--- src/rtl/ppm_pkg.sv ---
// Shared types, defaults and helpers for the PPM receive controller.
package ppm_pkg;

  typedef enum logic [1:0] {
    ST_IDLE = 2'd0,
    ST_DATA = 2'd1,
    ST_DONE = 2'd2,
    ST_ERR  = 2'd3
  } ppm_state_e;

  localparam int unsigned PPM_SLOT_LEN   = 16;
  localparam int unsigned PPM_SAMPLE_POS = 4;
  localparam int unsigned PPM_MAX_BYTES  = 32;
  localparam int unsigned PPM_SYM_W      = 2;

  // Number of hit slots in a symbol.
  function automatic logic [2:0] hit_count(input logic [3:0] hits);
    logic [2:0] cnt;
    cnt = '0;
    for (int unsigned i = 0; i < 4; i++) begin
      cnt = cnt + 3'(hits[i]);
    end
    return cnt;
  endfunction

  // Slot index of the highest hit; meaningful only for a single hit.
  function automatic logic [PPM_SYM_W-1:0] hit_index(input logic [3:0] hits);
    logic [PPM_SYM_W-1:0] idx;
    idx = '0;
    for (int unsigned i = 0; i < 4; i++) begin
      if (hits[i]) idx = PPM_SYM_W'(i);
    end
    return idx;
  endfunction

endpackage

--- src/rtl/ppm_slot_timer.sv ---
// Slot/symbol timing for 1-of-4 PPM: cycle-in-slot, slot index and symbol
// index, plus sample and end-of-symbol strobes.
module ppm_slot_timer
  import ppm_pkg::*;
#(
  parameter int unsigned SLOT_LEN   = PPM_SLOT_LEN,
  parameter int unsigned SAMPLE_POS = PPM_SAMPLE_POS
) (
  input  logic       i_clk,
  input  logic       i_rst,
  input  logic       i_restart,
  output logic [1:0] o_slot,
  output logic [1:0] o_sym,
  output logic       o_sample_stb,
  output logic       o_eos_stb
);

  localparam int unsigned CW = $clog2(SLOT_LEN);

  logic [CW-1:0] r_cyc;
  logic [1:0]    r_slot;
  logic [1:0]    r_sym;
  logic          w_slot_end;

  assign w_slot_end = (r_cyc == CW'(SLOT_LEN - 1));

  // Free-running counters; restart holds them at slot 0, cycle 0.
  always_ff @(posedge i_clk) begin
    if (i_rst || i_restart) begin
      r_cyc  <= '0;
      r_slot <= '0;
      r_sym  <= '0;
    end else begin
      r_cyc <= r_cyc + CW'(1);
      if (w_slot_end) begin
        r_slot <= r_slot + 2'd1;
        if (r_slot == 2'd3) r_sym <= r_sym + 2'd1;
      end
    end
  end

  assign o_slot       = r_slot;
  assign o_sym        = r_sym;
  assign o_sample_stb = !i_restart && (r_cyc == CW'(SAMPLE_POS));
  assign o_eos_stb    = !i_restart && w_slot_end && (r_slot == 2'd3);

endmodule

--- src/rtl/ppm_rx_ctrl.sv ---
// PPM receive controller: collects slot hits, decodes 1-of-4 symbols,
// assembles bytes LSB-first and sequences frame completion or abort.
module ppm_rx_ctrl
  import ppm_pkg::*;
#(
  parameter int unsigned SLOT_LEN   = PPM_SLOT_LEN,
  parameter int unsigned SAMPLE_POS = PPM_SAMPLE_POS,
  parameter int unsigned MAX_BYTES  = PPM_MAX_BYTES
) (
  input  logic       clk16,
  input  logic       rst,
  input  logic       din,
  input  logic       sof_rcv,
  input  logic       en,
  output logic       det_clr,
  output logic [7:0] data_out,
  output logic       data_valid,
  output logic [5:0] byte_cnt,
  output logic       busy,
  output logic       frame_done,
  output logic       frame_err
);

  ppm_state_e r_state;
  ppm_state_e w_state_nxt;

  logic [3:0]             r_hits;
  logic [3*PPM_SYM_W-1:0] r_asm;
  logic [7:0]             r_data;
  logic [5:0]             r_byte_cnt;
  logic                   r_valid;

  logic                 w_restart;
  logic [1:0]           w_slot;
  logic [1:0]           w_sym;
  logic                 w_sample;
  logic                 w_eos;
  logic [3:0]           w_hits_now;
  logic [2:0]           w_nhits;
  logic [PPM_SYM_W-1:0] w_val;
  logic                 w_start;
  logic                 w_deliver;

  assign w_restart = (r_state != ST_DATA);

  ppm_slot_timer #(
    .SLOT_LEN  (SLOT_LEN),
    .SAMPLE_POS(SAMPLE_POS)
  ) u_timer (
    .i_clk       (clk16),
    .i_rst       (rst),
    .i_restart   (w_restart),
    .o_slot      (w_slot),
    .o_sym       (w_sym),
    .o_sample_stb(w_sample),
    .o_eos_stb   (w_eos)
  );

  // Include the current cycle's sample so the decision never misses a hit
  // that lands on the end-of-symbol cycle.
  assign w_hits_now = r_hits | ((w_sample && !din) ? (4'b0001 << w_slot) : 4'b0000);
  assign w_nhits    = hit_count(w_hits_now);
  assign w_val      = hit_index(w_hits_now);
  assign w_start    = (r_state == ST_IDLE) && sof_rcv && en;

  // State register.
  always_ff @(posedge clk16) begin
    if (rst) r_state <= ST_IDLE;
    else     r_state <= w_state_nxt;
  end

  // Next-state, byte-delivery decision and state-decoded outputs.
  always_comb begin
    w_state_nxt = r_state;
    w_deliver   = 1'b0;
    busy        = (r_state != ST_IDLE);
    frame_done  = (r_state == ST_DONE);
    frame_err   = (r_state == ST_ERR);
    det_clr     = (r_state == ST_DONE) || (r_state == ST_ERR);
    case (r_state)
      ST_IDLE: begin
        if (w_start) w_state_nxt = ST_DATA;
      end
      ST_DATA: begin
        if (!en) begin
          w_state_nxt = ST_ERR;
        end else if (w_eos) begin
          if (w_nhits == 3'd0) begin
            w_state_nxt = (w_sym == 2'd0) ? ST_DONE : ST_ERR;
          end else if (w_nhits != 3'd1) begin
            w_state_nxt = ST_ERR;
          end else if (w_sym == 2'd3) begin
            if (r_byte_cnt == 6'(MAX_BYTES)) w_state_nxt = ST_ERR;
            else                             w_deliver   = 1'b1;
          end
        end
      end
      ST_DONE: w_state_nxt = ST_IDLE;
      ST_ERR:  w_state_nxt = ST_IDLE;
      default: w_state_nxt = ST_IDLE;
    endcase
  end

  // Hit accumulation, symbol packing, byte output and byte counter.
  always_ff @(posedge clk16) begin
    if (rst) begin
      r_hits     <= '0;
      r_asm      <= '0;
      r_data     <= '0;
      r_byte_cnt <= '0;
      r_valid    <= 1'b0;
    end else begin
      r_valid <= w_deliver;
      if (w_start) r_byte_cnt <= '0;
      if (r_state != ST_DATA || w_eos) r_hits <= '0;
      else                             r_hits <= w_hits_now;
      if (r_state == ST_DATA && en && w_eos && w_nhits == 3'd1) begin
        case (w_sym)
          2'd0:    r_asm[1:0] <= w_val;
          2'd1:    r_asm[3:2] <= w_val;
          2'd2:    r_asm[5:4] <= w_val;
          default: ;
        endcase
      end
      if (w_deliver) begin
        r_data     <= {w_val, r_asm};
        r_byte_cnt <= r_byte_cnt + 6'd1;
      end
    end
  end

  assign data_out   = r_data;
  assign data_valid = r_valid;
  assign byte_cnt   = r_byte_cnt;

endmodule

--- config.mk ---
export PLATFORM = sky130hd
export DESIGN_NAME = ppm_rx_ctrl
export DESIGN_NICKNAME = d
export VERILOG_FILES = /design/src/rtl/ppm_pkg.sv /design/src/rtl/ppm_slot_timer.sv /design/src/rtl/ppm_rx_ctrl.sv
export SDC_FILE = /design/constraint.sdc
export NUM_CORES = 1
export LEC_CHECK = 0
export CORE_MARGIN = 3
export CORE_UTILIZATION = 49
export CTS_CLUSTER_DIAMETER = 200
export DETAILED_ROUTE_END_ITERATION = 8
export HOLD_SLACK_MARGIN = 0.06
export PLACE_DENSITY = 0.86
export RECOVER_POWER = 100
export SLEW_MARGIN = 10
export SYNTH_ARGS = -nofsm -noshare
export SYNTH_HDL_FRONTEND = slang
export SYNTH_HIERARCHICAL = 1
export SYNTH_SLANG_ARGS = --single-unit
--- constraint.sdc ---
create_clock -name clk16 -period 3.42 [get_ports clk16]
set_clock_uncertainty 0.2 [all_clocks]
set_input_delay 0.513 -clock clk16 [delete_from_list [all_inputs] [get_ports clk16]]
set_output_delay 0.513 -clock clk16 [all_outputs]
set_load 0.02 [all_outputs]
== After elaboration in Yosys (flattened, before gate mapping) ==
Cells that the tools add are included.
W data, S select, Z words.
Cells by class
  add/subtract/negate cells: 7
  reduce and logical (&&, ||, !) cells: 26
  eq/ne operators: 17
  muxes and demuxes: 22
  shifts and indexed selects: 1
  bitwise operators: 1
Operators with widths (number)
  $mux W2: 9
  $mux W6: 2
  $eq A2 B2 Y1 const B: 5
  $ne A5 B5 Y1 const B: 2
  $logic_and A1 B1 Y1: 9
  $mux W1: 9
  $reduce_and A2 Y1: 4
  $add A6 B1 Y6 const B: 1
  $eq A6 B6 Y1 const B: 1
  $pmux W2 S3: 1
  $add A2 B1 Y2 const B: 2
  $add A4 B1 Y4 const B: 1
  $eq A2 B1 Y1 const B: 2
  $eq A4 B3 Y1 const B: 1
  $eq A4 B4 Y1 const B: 1
  $logic_not A2 Y1: 2
  $mux W4: 1
  $or A4 B4 Y4: 1
  $reduce_and A4 Y1: 1
  $reduce_bool A2 Y1: 2
  $reduce_or A2 Y1: 2
  $shl A1 B2 Y4 const A: 1
  $add A2 B1 Y3: 1
  $add A3 B1 Y3: 1
  9 further kinds: 12
Word-level totals
  bits in registers: 35
  logic and storage cells: 85
  bits of input ports: 5
  output and inout bits: 19

== Depth between registers and ports, before layout ==
Gate-level depths: netlist of run 1.
  word-level depth: 16
  gate-level depth with buffers: 17
  mapped depth without buffers: 15

== Hierarchy ==
The synthesis of run 1 kept the hierarchy.
Modules (own cells, without submodules)
  ppm_rx_ctrl: area an instance 1426.4 um2, cells each 161, sequential area each 540.5 um2, times used 1
  ppm_slot_timer: area an instance 345.3 um2, cells each 38, sequential area each 160.2 um2, times used 1

== Worst setup path after synthesis of run 1 ==
Ideal clock, no wire load.
  path kind: reg2reg
  start: register r_state[1]
  end: register r_asm[1]
  required time: 3.088 ns
  stages on the path, launching flop included: 16
  setup time: 0.132 ns
  arrival: 3.416 ns
  path slack: -0.327 ns
  clock period less this slack: 3.747 ns
  buffers on the path: 2
  cell sequence: dfxtp_1 > nand2b_1 > nor3_1 > nor2b_1 > nor2b_1 > a21oi_1 > fa_1 > inv_1 > ha_1 > ha_1 > or3b_1 > buf_6 > or2_4 > buf_6 > nor4_4 > nor3_1
On the way
  cells in the longest elaborated chain, start to end: 12
  elaborated cells between the ends (all ways): 19
  those cells by class: add/sub (3); eq/ne (3); mux (3); bitwise (1); reduce/logical (9)
RTL lines
  start, declared: line ppm_rx_ctrl.sv:24  | ppm_state_e r_state;
  start signal, assigned: line ppm_rx_ctrl.sv:69  | else r_state <= w_state_nxt;
  $ne A2 B1 Y1 *: line ppm_rx_ctrl.sv:44  | assign w_restart = (r_state != ST_DATA);
  named net w_restart: line ppm_rx_ctrl.sv:33  | logic w_restart;
  $logic_not A1 Y1 *: line ppm_slot_timer.sv:44  | assign o_sample_stb = !i_restart && (r_cyc == CW'(SAMPLE_POS));
  $logic_and A1 B1 Y1 *: line ppm_slot_timer.sv:44
  named net w_sample: line ppm_rx_ctrl.sv:36  | logic w_sample;
  $logic_and A1 B1 Y1 *: line ppm_rx_ctrl.sv:61  | assign w_hits_now = r_hits | ((w_sample && !din) ? (4'b0001 << w_slot) : 4'b0000);
  $mux W4 *: line ppm_rx_ctrl.sv:61
  $or A4 B4 Y4 *: line ppm_rx_ctrl.sv:61
  $add A1 B1 Y2: line ppm_pkg.sv:21  | cnt = cnt + 3'(hits[i]);
  $add A2 B1 Y3: line ppm_pkg.sv:21
  $add A3 B1 Y3: line ppm_pkg.sv:21
  $eq A3 B1 Y1: line ppm_rx_ctrl.sv:117  | if (r_state == ST_DATA && en && w_eos && w_nhits == 3'd1) begin
  $logic_and A1 B1 Y1: line ppm_rx_ctrl.sv:117
  $reduce_and A2 Y1 (no source line)
  end signal, assigned: line ppm_rx_ctrl.sv:119  | 2'd0: r_asm[1:0] <= w_val;
  end, declared: line ppm_rx_ctrl.sv:28  | logic [3*PPM_SYM_W-1:0] r_asm;
The timed path passes the listed nets; every way through them passes the cells marked *.
A chain may end at the register's enable or synchronous reset.

== Final worst setup path of run 1 ==
  start: register u_timer.r_cyc[1]
  end: register r_asm[3]
On the way
  cells in the longest elaborated chain, start to end: 11
  elaborated cells between the ends (all ways): 17
  those cells by class: add/sub (3); eq/ne (3); mux (3); bitwise (1); reduce/logical (7)
RTL lines
  start, declared: line ppm_slot_timer.sv:20  | logic [CW-1:0] r_cyc;
  start signal, assigned: line ppm_slot_timer.sv:34  | r_cyc <= r_cyc + CW'(1);
  $eq A4 B3 Y1 *: line ppm_slot_timer.sv:44
  $logic_and A1 B1 Y1 *: line ppm_slot_timer.sv:44
  named net w_sample: line ppm_rx_ctrl.sv:36
  $logic_and A1 B1 Y1 *: line ppm_rx_ctrl.sv:61
  $mux W4 *: line ppm_rx_ctrl.sv:61
  $or A4 B4 Y4 *: line ppm_rx_ctrl.sv:61
  $add A1 B1 Y2: line ppm_pkg.sv:21
  $add A2 B1 Y3: line ppm_pkg.sv:21
  $add A3 B1 Y3: line ppm_pkg.sv:21
  $eq A3 B1 Y1: line ppm_rx_ctrl.sv:117
  $logic_and A1 B1 Y1: line ppm_rx_ctrl.sv:117
  $reduce_and A2 Y1 (no source line)
  end signal, assigned: line ppm_rx_ctrl.sv:120  | 2'd1: r_asm[3:2] <= w_val;
Marks and branches as above.

==> results of run 1 <==
-- worst min-delay path, stage by stage (launching register included) --
cell and delay (ps):
dfxtp_1 330, o21ai_2 50, a21oi_1 50
-- per-stage QoR --
step                TNS (ps)  worst slack [ps]  power (uW)
detailed placement     -6320              -420         456
CTS                     -566              -120         672
global route           -4080              -260         696
floorplan              -45.7             -8.51         438
finish                  -827              -110         667
global placement       -5010              -302         454
-- logic make-up after synthesis --
group / count (synthesis)
buffers and inverters: 23
muxes: 3
AOI/OAI and AO/OA: 46
adders and majority gates: 8
xor gates and xnor gates: 4
DFF: 35
and+or+nand+nor: 80
-- layer usage --
metal  share of wire (%)  global-route usage [%]
met2                  49                    35.4
met3                 4.8                    5.10
met4                 1.9                    7.87
met5                   0                       0
met1                  44                    26.8
-- Yosys cell counts (2+ instances only) --
cell type / number
dfxtp_1: 35
nor2_1: 21
a21oi_1: 13
inv_1: 11
nand4_1: 11
o21ai_0: 10
nor2b_1: 8
clkbuf_1: 7
ha_1: 7
nor3_1: 7
nand2b_1: 6
nand3_1: 6
a31oi_1: 5
a211oi_1: 4
and2_1: 3
buf_6: 3
mux2i_1: 3
nand2_1: 3
o2111ai_1: 3
a31o_2: 2
buf_2: 2
nor4_1: 2
nor4_4: 2
o211ai_1: 2
or2_2: 2
or3_1: 2
xnor2_1: 2
xor2_1: 2
-- area by class of cell --
type	instances	area share, %
clock buffers	6	1.70
clock inverters	2	0.516
inverters	11	1.70
multi-input cells	141	46.0
flip-flops and latches	35	29.0
well taps	46	2.37
repair buffers	47	18.7
-- where the power goes --
part	switching, uW	leakage, uW	internal [uW]
Clock	141	0.0000282	79.3
Sequential	1.45	0.000283	409
Combinational	19.0	0.000512	17.4
Total	161	0.000824	506
-- sequential cells by signal, summed over array words and instances (netlist names), 2 cells and up --
register	cells
data_out	8
byte_cnt	6
r_asm	6
r_hits	4
u_timer/r_cyc	4
r_state	2
u_timer/o_slot	2
u_timer/o_sym	2
-- worst max path at each step --
stage | depth (start not counted) | endpoint | start
final | 16 | r_asm[3] | u_timer/r_cyc[1]
after global routing | 16 | r_asm[3] | u_timer/r_cyc[1]
after CTS | 16 | r_asm[3] | u_timer/r_cyc[1]
after detailed placement | 13 | r_asm[5] | din
after global placement | 12 | r_asm[3] | din
after floorplan | 17 | byte_cnt[2] | u_timer/r_cyc[1]
-- repair_timing --
action | in CTS | in global routing
resized for setup | 29 | 9
cloned | 1 | 0
pin swaps | 30 | 7
setup buffers | 4 | 2
hold buffers | 0 | 0
endpoints found under the setup margin | 21 | 21
==> flow_summary.toml, run 1 <==
[run_status]
outcome = "complete, but fails checks"
violations = "setup timing"

[setup_path]
critPathSlowestCell = "fa_1"
critPathCaptureType = "flip-flop"
critPathMaxFanout = 4
start_kind = "flip-flop"
crit_top_cell = "ha_4"
critPathKind = "reg2reg"
crit_chain = "inv_2, ha_4, nand2_2, nor3_2, nor2b_4, nor2b_4, a21oi_2, fa_1, inv_2, ha_4, ha_4, or3b_4, buf_6, nor4_4, mux2i_1, nor2_1"
worstPathArrival_ps = 3570
regToRegSetupSlack_ps = -110
rr_startpoint = "u_timer/r_cyc[1]"
critPathBufInv = 3
critPathTopFamily = "simple AND/OR/NAND/NOR gates"
cp.required_ps = 3460
reg2reg_depth = 16
slowest_delay_ps = 500
r2r_end = "r_asm[3]"

[clock_tree]
htreeDepth = 2
path_clk_slew_ps = 100
root_buffer = "clkbuf_4"
clk_path_buf_depth = 2
cts_buffers = 5
tritoncts = "built"
clock_latency_ps = 350
cts_sinks = 35

[hold_path]
min_to = "data_out[2]"
worstHoldStart = "data_out[2]"
hold_path.class = "reg2reg"
holdPathStages = 2

[timing]
slew_viol_final = 0
setup_viol = 18
hold_violations = 0
worstMarginPinSlew_ps = 692
max_freq_mhz = 283
period_share_pct = 103
fin_ws_ps = -110
hold_ws_ps = 276
max_slew_margin_pct = 53.9
layout_min_cycle_time_ps = 3530
rsz0062_at_grt = "true"

[route]
avgRoutedWirePerCell_um = 15.4
drt_first_pass_iters = 4
routed_wl_um = 4450
drc_errors = 0
dr_total_vias = 1666
detail_route.iter0.violations = 184
vias_per_cell = 5.78
ant_nets = 0

[cells_and_area]
antennaDiodeCount = 0
fin_area_sq_mm = 0.00242
drive_gt1_share_pct = 30.2
multi_input_area_sq_mm = 0.00112
fill_cells = 248
post_layout_nonfiller_instances = 288
regArea_sq_um = 703
layout_commonest_cell = "dfxtp_1"
areaGrowthSynthToFinish_pct = 36.9
final_nets = 254
final_util_pct = 71.0
mostFrequentLayoutCells = "dfxtp_1 (33), clkdlybuf4s50_1 (23), nor2_1 (21)"

[yosys]
synthesis.nets = 212
ys.flop_type = "dfxtp_1"
synth_cell_types = 43
synth-xor-area-share_pct = 1.98
yosys.area.top_type_share_pct = 39.5
yosys.area_share.adder_pct = 6.07
synth_edf_count = 0
async_flop_share_pct = 0
synth-simple-area-share_pct = 28.0
synth_mux_area_share_pct = 1.69
syn-cell-area_sq_mm = 0.00177
synth_top_family_by_area = "simple AND/OR/NAND/NOR gates"
postSynthAreaPerCell_sq_um = 8.90
ys_warn_count = 6
synth_compound_area_share_pct = 16.5
synth.largest_area_cell = "dfxtp_1"
yosys-top-cells-area = "dfxtp_1 (40%), ha_1 (4.9%), nor2_1 (4.4%)"
ys_ff_latch = 35
synthCells = 199
synth_seq_area_share_pct = 39.5

[floorplanning]
ios = 24
die_w_um = 66.1
core-area_sq_mm = 0.00342
row_count = 21
start_util_pct = 51.9
die_h_um = 66.1
die_area_sq_mm = 0.00437

[pwr]
ir_drop_v = 0.000185
power_density_mw_per_mm2 = 275
p_leak_uw = 0.000824

[placement]
dp_hpwl_um = 2910
port-buffer-count = 23
postPlaceCellArea_sq_mm = 0.00219
place_inst = 273
routabilityCongestion = 0.817

[run]
maxCapViolCount = 0

[global_route]
grt_pass1_wl_um = 7250
gr-total-overflow = 0
grt_pass1_vias = 1578
antenna_found_initial = 0
grt_start_max_net_pins = 18
grt_use_total_pct = 21.4
Note: power is estimated with default switching activity, not from simulation.
==> run 2: changes to the inputs <==
--- a/config.mk
+++ b/config.mk
@@ -8,6 +8,7 @@
 export CORE_MARGIN = 3
 export CORE_UTILIZATION = 49
 export CTS_CLUSTER_DIAMETER = 200
+export CTS_CLUSTER_SIZE = 30
 export DETAILED_ROUTE_END_ITERATION = 8
 export HOLD_SLACK_MARGIN = 0.06
 export PLACE_DENSITY = 0.86
==> results of run 2 <==
No change in the layout: final DEF, timing and power equal those of run 1.
